File: config.mk
export PLATFORM = sky130hd
export DESIGN_NAME = lfsr_gen
export DESIGN_NICKNAME = d
export VERILOG_FILES = /design/src/rtl/lfsr_gen.sv
export SDC_FILE = /design/constraint.sdc
export NUM_CORES = 1
export LEC_CHECK = 0
export ABC_CLOCK_PERIOD_IN_PS = 4100
export CAP_MARGIN = 20
export CORE_AREA = 2 2 53 55
export DETAILED_ROUTE_END_ITERATION = 16
export DIE_AREA = 0 0 55 57
export GPL_ROUTABILITY_DRIVEN = 0
export PLACE_DENSITY_LB_ADDON = 0.2
export SYNTH_ARGS = -nofsm -noshare
export SYNTH_HDL_FRONTEND = slang
export SYNTH_SLANG_ARGS = --single-unit
export TNS_END_PERCENT = 30
File: constraint.sdc
create_clock -name clk -period 4.1 [get_ports clk]
set_input_delay 0.41 -clock clk [delete_from_list [all_inputs] [get_ports clk]]
set_output_delay 0.41 -clock clk [all_outputs]
set_load 0.03 [all_outputs]
File: src/rtl/lfsr_gen.sv
// rtl/lfsr_gen.sv - parametrised Fibonacci LFSR with seed load, lock-up guard and wrap indicator
//
// Purpose: pseudo-random pattern / scrambler state source. Advances STEPS
// single shifts per enabled clock, accepts a synchronous seed load, replaces
// an all-zero seed with RST_SEED, and flags when the state returns to the
// most recently accepted seed.
//
// Parameters:
//   WIDTH    state width, 3..32
//   TAPS     feedback mask, bit i set means state[i] feeds the XOR; bit WIDTH-1 must be set
//   STEPS    single shifts per enabled clock, 1..WIDTH
//   RST_SEED nonzero state used at reset and on lock-up recovery
//
// Ports:
//   clk       rising-edge clock
//   rst       asynchronous active-high reset
//   en        advance state by STEPS shifts
//   ld        load ld_data (wins over en)
//   ld_data   seed value
//   po        registered LFSR state
//   wrap      one-cycle pulse when the state returns to the reference seed
//   lockup    one-cycle pulse when an all-zero load was rejected
//   step_cnt  enabled clocks since the last load, reset or wrap

module lfsr_gen #(
    parameter int unsigned           WIDTH    = 8,
    parameter logic [WIDTH-1:0]      TAPS     = 8'hB8,
    parameter int unsigned           STEPS    = 1,
    parameter logic [WIDTH-1:0]      RST_SEED = 1
) (
    input  logic             clk,
    input  logic             rst,
    input  logic             en,
    input  logic             ld,
    input  logic [WIDTH-1:0] ld_data,
    output logic [WIDTH-1:0] po,
    output logic             wrap,
    output logic             lockup,
    output logic [WIDTH-1:0] step_cnt
);

    // Without the top tap the shift is not invertible and the state can
    // collapse to zero, so such a configuration is rejected.
    localparam logic TAPS_MSB = TAPS[WIDTH-1];

    always_comb begin : taps_check
        assert (TAPS_MSB) else $error("lfsr_gen: TAPS must have bit WIDTH-1 set");
    end

    logic [WIDTH-1:0] po_q,   po_d;
    logic [WIDTH-1:0] ref_q,  ref_d;
    logic [WIDTH-1:0] cnt_q,  cnt_d;
    logic             wrap_q, wrap_d;
    logic             lock_q, lock_d;
    logic [WIDTH-1:0] adv;

    // Unrolled chain of STEPS single shifts.
    always_comb begin
        adv = po_q;
        for (int s = 0; s < int'(STEPS); s++) begin
            adv = {adv[WIDTH-2:0], ^(adv & TAPS)};
        end
    end

    always_comb begin
        po_d   = po_q;
        ref_d  = ref_q;
        cnt_d  = cnt_q;
        wrap_d = 1'b0;
        lock_d = 1'b0;
        if (ld) begin
            cnt_d = '0;
            if (ld_data == '0) begin
                // All-zero seed would lock the register; substitute the reset seed.
                po_d   = RST_SEED;
                ref_d  = RST_SEED;
                lock_d = 1'b1;
            end else begin
                po_d  = ld_data;
                ref_d = ld_data;
            end
        end else if (en) begin
            po_d = adv;
            if (adv == ref_q) begin
                wrap_d = 1'b1;
                cnt_d  = '0;
            end else begin
                cnt_d = cnt_q + 1'b1;
            end
        end
    end

    always_ff @(posedge clk or posedge rst) begin
        if (rst) begin
            po_q   <= RST_SEED;
            ref_q  <= RST_SEED;
            cnt_q  <= '0;
            wrap_q <= 1'b0;
            lock_q <= 1'b0;
        end else begin
            po_q   <= po_d;
            ref_q  <= ref_d;
            cnt_q  <= cnt_d;
            wrap_q <= wrap_d;
            lock_q <= lock_d;
        end
    end

    assign po       = po_q;
    assign wrap     = wrap_q;
    assign lockup   = lock_q;
    assign step_cnt = cnt_q;

endmodule

==> summary.txt <==
Outcome = finished, final reports clean
WP data required = 4250 ps
Layout Cells excl Fill = 185
Layer with the highest usage = met2
Area contributors post-synth = dfrtp_1 (46%), xnor2_1 (7.4%), mux2i_1 (6.9%)
CTS Buf Count = 3
Ratio of cells with drive above 1 in the final layout = 5.19%
ANT cells = 0
Crit Path Max Fanout = 17
Reg power frac = 53.5%
Die H = 57 um
Final hold violations = 0
Leading area contributor after synthesis = dfrtp_1
Final setup viols = 0
Area of placed instances = 0.00160 sq mm
Met1 usage = 25.5%
Final period utilization = 49.7%
Global route total overflow = 0
DRT Wirelength = 2620 um
Comb power frac = 27.9%
Worst-Skew Late Latency = 310 ps
Initial antenna violation count = 0
Sw frac = 31.3%
CTS H-tree lvls = 1
Mapped cell area = 0.00130 sq mm
Cells after Synth = 127
Post-cts resize count = 0
Worst hold-check path type = reg2reg
Root buffer cell = clkbuf_4
PwrDens = 346 mW/mm^2
WL per Instance = 14.2 um
I/O pin count = 30
Largest net degree at the start of global routing = 37
Dpl cells = 181
Clock sink count = 26
Die width = 55 um
Clk_skew = 16.0 ps
Worst slew margin = 31.6%
Total negative setup slack = 0 ps
DR DRC count = 0
Ys Warns = 0
CP Class = in2reg
Tot GR Track Use = 19.3%
Slew at the pin closest to its max-slew limit = 1020 ps
CORE AREA = 0.00262 sq mm
RSZ-0062 raised after global routing = no
Syn_nets = 140
Placement Rows = 19
Clk pwr share = 18.6%
Sequential area share after synthesis = 50.3%
Initial DRC Count = 24
Post-CTS setup buffer count = 0
Final net count = 168
First-pass GRT wire length = 4470 um
Crit start category = input pin
Area Overhead vs Synth = 25.5%
Hold buffer count at cts = 0
Met2 Use GR = 33.0%
Final ANT Viol Nets = 0
Final min period = 2040 ps
Fmax = 0.491 GHz
Switch Pwr = 177 uW
Clock-pin slew on the worst setup and hold paths = 120 ps
Pleak = 0.683 nW
Total power = 564 uW
DIE AREA = 0.00314 sq mm
WP data arrival = 2190 ps
Met3 GRT Util = 2.88%
Vias in the first global route = 1022
P_int = 387 uW
Yosys cell types = 28
Hpwl dp = 1990 um
Top cell type's share of synthesized area = 46.2%
Starting Density = 49.7%
#FFs+latches synth = 26
DRT Pass-1 Iters = 4
Fin area = 0.00163 sq mm
# fillers = 233
Syn Area/Cell = 10.2 sq um
MaxCap Viol Count = 0
Endpoint class of the critical path = register
VDD IR-drop max = 0.316 mV
WHS Path Cells = 2
CTS max path bufs = 2
Routed vias/inst = 5.39
FF-to-FF path depth = 4
Max-slew violations = 0
Via count = 997
CTS tree = done
Port bufs = 29
==> per-stage QoR <==
stage	setup WS, ps	utilization, %	hold WS [ps]
after detailed placement	1700	61.3	497
after global routing	1930	62.3	545
final	2060	62.3	507
after CTS	2050	62.3	512
after global placement	1820	61.3	476
after floorplan	2350	-	449
==> synth_stat cells <==
cell / number
o311ai_1: 1
nand3b_1: 1
xnor2_2: 1
xnor2_1: 11
nor2_1: 5
and4_1: 1
inv_1: 11
buf_2: 1
nand4b_1: 1
nand2_1: 13
o221ai_1: 1
nor4_4: 1
ha_1: 1
nor3_1: 6
o21ai_0: 16
dfrtp_1: 24
nor4b_1: 1
nand4_1: 4
o31ai_1: 1
dfstp_2: 2
nor4_1: 1
a21oi_1: 3
nand3_1: 1
mux2i_1: 9
clkbuf_1: 5
xor2_1: 3
nand2b_1: 1
xnor3_2: 1
==> layout by cell type, fill, tap and decap left out, types with 4 or more instances in the layout <==
cell type,n
nand4_1,4
nand2_1,13
nor2_1,5
inv_1,11
xnor2_1,11
dfrtp_1,24
nor3_1,6
mux2i_1,9
o21ai_0,16
clkdlybuf4s50_1,29
==> area by class of cell <==
cell class / count / area [sq um] / area share, %
inverters: 11 / 41.3 / 2.53
multi-input cells: 84 / 581 / 35.6
well taps: 31 / 38.8 / 2.38
flip-flops and latches: 26 / 653 / 40.1
clock buffers: 4 / 26.3 / 1.61
repair buffers: 29 / 290 / 17.8
==> path summary, 6_finish.rpt <==
kind,start,endpoint,slack (ps)
setup / recovery,en,step_cnt[6]$_DFFE_PP0P_,2060
max in group asynchronous,rst,ref_q[4]$_DFFE_PP0P_,2910
min in group asynchronous,rst,step_cnt[3]$_DFFE_PP0P_,600
hold / removal,ref_q[0]$_DFFE_PP1P_,ref_q[0]$_DFFE_PP1P_,510
hold reg to reg,ref_q[0]$_DFFE_PP1P_,ref_q[0]$_DFFE_PP1P_,510
setup reg to reg,po[4]$_DFFE_PP0P_,step_cnt[6]$_DFFE_PP0P_,2300
==> worst max-delay path: stages <==
cell and delay (ps):
clkdlybuf4s50_1 980, inv_1 260, nor4_4 440, nor3_1 90
==> power by group through the flow <==
stage / sequential [mW] / clock, mW / combinational, mW
global route: 0.306 / 0.121 / 0.173
floorplan: 0.327 / 0 / 0.0806
CTS: 0.302 / 0.109 / 0.159
detailed placement: 0.307 / 0 / 0.158
finish: 0.302 / 0.105 / 0.157
global placement: 0.306 / 0 / 0.156
==> layer usage <==
metal | vias to the layer above | routed length [um] | share of wire (%)
li1 | 487 | - | -
met3 | 2 | 102 | 3.9
met2 | 25 | 1380 | 53
met1 | 483 | 1120 | 43
met4 | 0 | 16 | 0.61
met5 | - | 0 | 0
==> registers in the layout, summed over array words and instances, names as in the netlist <==
register and flops:
po 8, ref_q 8, step_cnt 8, lockup 1
wrap 1
==> kinds of logic after synthesis <==
kind of cell    Yosys count  synth area share [%]
fa+ha+maj                 1                 0.963
flops                    26                  50.3
buf+inv                  17                  5.01
compound gates           22                  9.25
mux                       9                  6.94
xor+xnor                 16                  12.5
simple gates             36                  15.0
Note: power is estimated with default switching activity, not from simulation.
==> RTL change 1: new RTL, same settings <==
Register the inputs `en`, `ld` and `ld_data` before use, without a reset. The logic sees them one clock later.
--- a/src/rtl/lfsr_gen.sv
+++ b/src/rtl/lfsr_gen.sv
@@ -45,2 +45,12 @@
 
+    logic en_q;
+    logic ld_q;
+    logic [WIDTH-1:0] ld_data_q;
+
+    always_ff @(posedge clk) begin
+        en_q      <= en;
+        ld_q      <= ld;
+        ld_data_q <= ld_data;
+    end
+
     always_comb begin : taps_check
@@ -70,5 +80,5 @@
         lock_d = 1'b0;
-        if (ld) begin
+        if (ld_q) begin
             cnt_d = '0;
-            if (ld_data == '0) begin
+            if (ld_data_q == '0) begin
                 // All-zero seed would lock the register; substitute the reset seed.
@@ -78,6 +88,6 @@
             end else begin
-                po_d  = ld_data;
-                ref_d = ld_data;
+                po_d  = ld_data_q;
+                ref_d = ld_data_q;
             end
-        end else if (en) begin
+        end else if (en_q) begin
             po_d = adv;
Behaviour: not the same (Yosys sat finds a counterexample within 4 cycles, from zero or initial values and one cycle with rst high).
==> RTL change 1 against the original RTL <==
Power grew 33%. Sequential cell count grew 10. First-iteration DRC count shrank 25%. Cell area grew 16%. Wire length grew 9.4%. Highest routed layer unchanged. Area after synthesis grew 16%. Utilization grew 10 points. Setup slack gained 0.030 ns. Maximum frequency grew 1.5%.
==> RTL change 1: results (changes against the original RTL) <==
[timing]
period_share=0.490  ; was 0.497
tns_ns=0  ; unchanged
finalClockSkew_ns=0.00648  ; was 0.0160 ns
maxSlewHeadroom=0.335  ; was 0.316

[place]
io_buffers=29  ; unchanged
dp_cells=192  ; was 181
placed_cell_area_sq_mm=0.00181  ; was 0.00160 sq mm
hpwl_mm=2.07  ; was 1.99 mm

[yosys]
yosysSeqAreaShare=0.567  ; was 0.503
synthTopCellsByArea=dfrtp_1 40%, dfxtp_1 13%, xnor2_1 7.6%, mux2i_1 5.3%, o21ai_0 5.0%  ; was dfrtp_1 46%, xnor2_1 7.4%, mux2i_1 6.9%, o21ai_0 6.2%, dfstp_2 4.0%
yosys.cell_types.count=30  ; was 28
yosys_warnings=0  ; unchanged
synthTopCellsByCount=24 x dfrtp_1, 15 x o21ai_0, 13 x nand2_1, 13 x xnor2_1, 11 x inv_1  ; was 24 x dfrtp_1, 16 x o21ai_0, 13 x nand2_1, 11 x inv_1, 11 x xnor2_1
async_reset_ff_frac=0.722  ; was 1.00
synth_ff_type=dfrtp_1  ; unchanged
synth_nets=151  ; was 140
avgSynthCellArea_sq_um=10.9  ; was 10.2 sq um

[worst_setup_path]
critPathMaxStageDelay_ns=0.93  ; was 0.98 ns
reg2reg_depth=4  ; unchanged
cp_slowest_cell=dfxtp_1  ; was clkdlybuf4s50_1
cp.arrival_ns=2.24  ; was 2.19 ns
cpLargestDelayFamily=flip-flops  ; was buffers and inverters
crit_path_max_fanout=23  ; was 17

[clock_tree]
path_clk_slew_ns=0.10  ; was 0.12 ns
cts-buffers-inserted=5  ; was 3
cts_resized=0  ; unchanged
clk-insertion-delay-late_ns=0.33  ; was 0.31 ns
ctsRootBufferMaster=clkbuf_4  ; unchanged
htreeDepth=2  ; was 1
post_cts_buffers=0  ; unchanged
clock_path_buffers=2  ; unchanged

[detailed_routing]
drt_wl_total_mm=2.86  ; was 2.62 mm
vias=1101  ; was 997
viasPerCell=5.48  ; was 5.39
drt_iter0_drc=18  ; was 24
dr.pass1.iters=4  ; unchanged

[outcome]
status=finished clean  ; unchanged

[grt]
gr-total-overflow=0  ; unchanged
grt_use_total=0.218  ; was 0.193
grt_pass1_wl_mm=4.73  ; was 4.47 mm
grt_max_degree=36  ; was 37
antenna_found_initial=0  ; unchanged

[layout]
num-nets-final=182  ; was 168
drive_gt1_frac=0.0647  ; was 0.0519
insertedDiodeCount=0  ; unchanged
nFillCells=215  ; was 233

[power_and_ir_drop]
p_int_mw=0.537  ; was 0.387 mW
p_leak_nw=0.794  ; was 0.683 nW
peakVddDrop_uv=349  ; was 316 uV

[hold_path]
min_path_type=input port to asynchronous set/reset pin  ; was flop to flop

RTL change 1: changes by cell type in the layout (fill, tap and decap cells not counted), sizes merged, moves of 4 or more:
cell,delta
nor3,-4
a211oi,+5
dfxtp,+10
clkbuf,+4
RTL change 1: metal layers:
layer | routed length, microns | track usage | share of wire | vias up
li1 | - | - | - | 535
met1 | 1200 | 0.257 | 0.42 | 531
met2 | 1490 | 0.355 | 0.52 | 30
met3 | 123 | 0.0785 | 0.043 | 5
met4 | 47 | 0.0836 | 0.016 | 0
met5 | 0 | 0 | 0 | -
RTL change 1: layout make-up:
type | count | area (sq um) | area share
Multi-Input combinational cell | 85 | 588 | 0.310
Clock buffer | 8 | 58.8 | 0.0310
Inverter | 11 | 41.3 | 0.0218
Sequential cell | 36 | 853 | 0.450
Tap cell | 31 | 38.8 | 0.0204
Timing Repair Buffer | 30 | 318 | 0.167
RTL change 1: power by group through the flow:
stage / registers, mW / clock network (mW) / logic, mW
6_report: 0.412 / 0.190 / 0.147
5_1_grt: 0.416 / 0.215 / 0.160
4_1_cts: 0.411 / 0.199 / 0.146
3_5_place_dp: 0.418 / 0 / 0.145
3_3_place_gp: 0.418 / 0 / 0.143
2_1_floorplan: 0.432 / 0 / 0.0781
RTL change 1: kinds of logic after synthesis:
| group | share of synthesized area |
|---|---|
| adders and majority gates | 0.00831 |
| AOI/OAI and AO/OA | 0.107 |
| and+or+nand+nor | 0.119 |
| DFF | 0.567 |
| xor gates and xnor gates | 0.103 |
| buffers and inverters | 0.0424 |
| muxes | 0.0532 |
RTL change 1: per-stage QoR:
step           hold slack, ns  worst slack, ns
2_1_floorplan           0.438             2.27
3_3_place_gp            0.457             2.31
3_5_place_dp            0.472             2.16
4_1_cts                 0.491             2.08
5_1_grt                 0.437             2.01
6_report                0.403             2.09
RTL change 1: final timing paths:
kind | slack [ns] | to | startpoint
worst max-delay path | 2.09 | step_cnt[7] | en_q
worst min-delay path | 0.40 | lockup | rst
worst max register to register | 2.09 | step_cnt[7] | en_q
worst min register to register | 0.49 | po[6] | ld_data_q[6]
max in group asynchronous | 3.24 | po[3] | rst
min in group clk | 0.49 | po[6] | ld_data_q[6]
==> RTL change 2: new RTL, config.mk and constraints unchanged <==
Without the edit above. Change the parameter `WIDTH` from 8 to 9.
--- a/src/rtl/lfsr_gen.sv
+++ b/src/rtl/lfsr_gen.sv
@@ -25,3 +25,3 @@
 module lfsr_gen #(
-    parameter int unsigned           WIDTH    = 8,
+    parameter int unsigned           WIDTH    = 9,
     parameter logic [WIDTH-1:0]      TAPS     = 8'hB8,
Interface: changed (resized ld_data, po and step_cnt); port bits go from 30 to 33. No check against the original RTL was run, so the function may have changed too.
==> RTL change 2 against the original RTL <==
Clock skew fell by 0.0069 ns. Power grew 22%. Sequential cell count grew 3. Area after synthesis is 15% higher. Global-route usage is 2.8 points higher. Critical path depth down 3. Setup slack better by 0.058 ns. Cell area is 19% higher. Wire length is 18% higher. Critical path type is now flop to primary output. Largest cell class unchanged.
==> RTL change 2: results (changes against the original RTL) <==
[clock_tree]
path_clk_slew_ns=0.09  ; was 0.12 ns
cts-buffers-inserted=5  ; was 3
htreeDepth=2  ; was 1

[yosys]
synth_nets=164  ; was 140
synthTopCellsByArea=dfrtp_1 45%, mux2i_1 9.4%, o21ai_0 6.4%, xnor2_1 5.3%, nand2_1 4.8%  ; was dfrtp_1 46%, xnor2_1 7.4%, mux2i_1 6.9%, o21ai_0 6.2%, dfstp_2 4.0%
yosysSeqAreaShare=0.488  ; was 0.503
synthTopCellsByCount=27 x dfrtp_1, 19 x nand2_1, 19 x o21ai_0, 14 x mux2i_1, 12 x inv_1  ; was 24 x dfrtp_1, 16 x o21ai_0, 13 x nand2_1, 11 x inv_1, 11 x xnor2_1

[place]
io_buffers=32  ; was 29
hpwl_mm=2.14  ; was 1.99 mm
dp_cells=208  ; was 181

[worst_setup_path]
cp.arrival_ns=1.57  ; was 2.19 ns
crit_path_max_fanout=4  ; was 17
rr_startpoint=po[5]  ; was po[4]
critPathMaxStageDelay_ns=0.67  ; was 0.98 ns

[power_and_ir_drop]
peakVddDrop_uv=273  ; was 316 uV

[grt]
antenna_found_initial=0  ; unchanged
grt_use_total=0.221  ; was 0.193
grt_max_degree=39  ; was 37
grt_pass1_vias=1145  ; was 1022

[layout]
drive_gt1_frac=0.0909  ; was 0.0519
nFillCells=192  ; was 233
num-nets-final=200  ; was 168

[detailed_routing]
drt_wl_total_mm=3.08  ; was 2.62 mm
viasPerCell=5.60  ; was 5.39
vias=1221  ; was 997
drt_iter0_drc=20  ; was 24

[hold_path]
min_path_type=input port to asynchronous set/reset pin  ; was flop to flop

[timing]
maxSlewHeadroom=0.636  ; was 0.316
finalClockSkew_ns=0.00905  ; was 0.0160 ns
worst_hold_slack_ns=0.418  ; was 0.507 ns

[outcome]
status=finished clean  ; unchanged

## RTL change 2: report_power, final
part,total (mW),switching (mW),internal (mW),leakage [nW]
combinational,0.163,0.0882,0.0750,0.459
clock,0.196,0.0965,0.0992,0.0413
sequential,0.331,0.0230,0.308,0.368
## RTL change 2: worst max-delay path by stage
stage,start,end,depth (start not counted)
finish,po[0],po[0],1
global route,po[0],po[0],1
CTS,po[0],po[0],1
detailed placement,en,step_cnt[6],5
global placement,en,step_cnt[6],5
floorplan,po[5],step_cnt[4],4
## RTL change 2: routing by layer
metal	track usage	wire length (microns)
met1	0.280	1290
met3	0.0550	123
met2	0.369	1640
met4	0.0627	27
met5	0	0
## RTL change 2: cells by family after synthesis
family / share of synthesized area
AOI/OAI and AO/OA: 0.104
and+or+nand+nor: 0.167
adders and majority gates: 0.00839
buffers and inverters: 0.0453
xor gates and xnor gates: 0.0856
DFF: 0.488
muxes: 0.102
## RTL change 2: area by class of cell
type                            count  area share
Multi-Input combinational cell    103       0.357
Sequential cell                    29       0.374
Clock inverter                      1     0.00257
Timing Repair Buffer               35       0.190
Clock buffer                        7      0.0334
Tap cell                           31      0.0199
Inverter                           12      0.0231
## RTL change 2: per-stage QoR
step	power (mW)	area [sq um]	worst slack, ns	utilization
floorplan	0.437	1490	2.34	-
global placement	0.490	1840	2.08	0.702
detailed placement	0.494	1840	2.04	0.702
CTS	0.688	1910	2.11	0.729
global route	0.722	1950	2.08	0.745
finish	0.690	1950	2.12	0.745
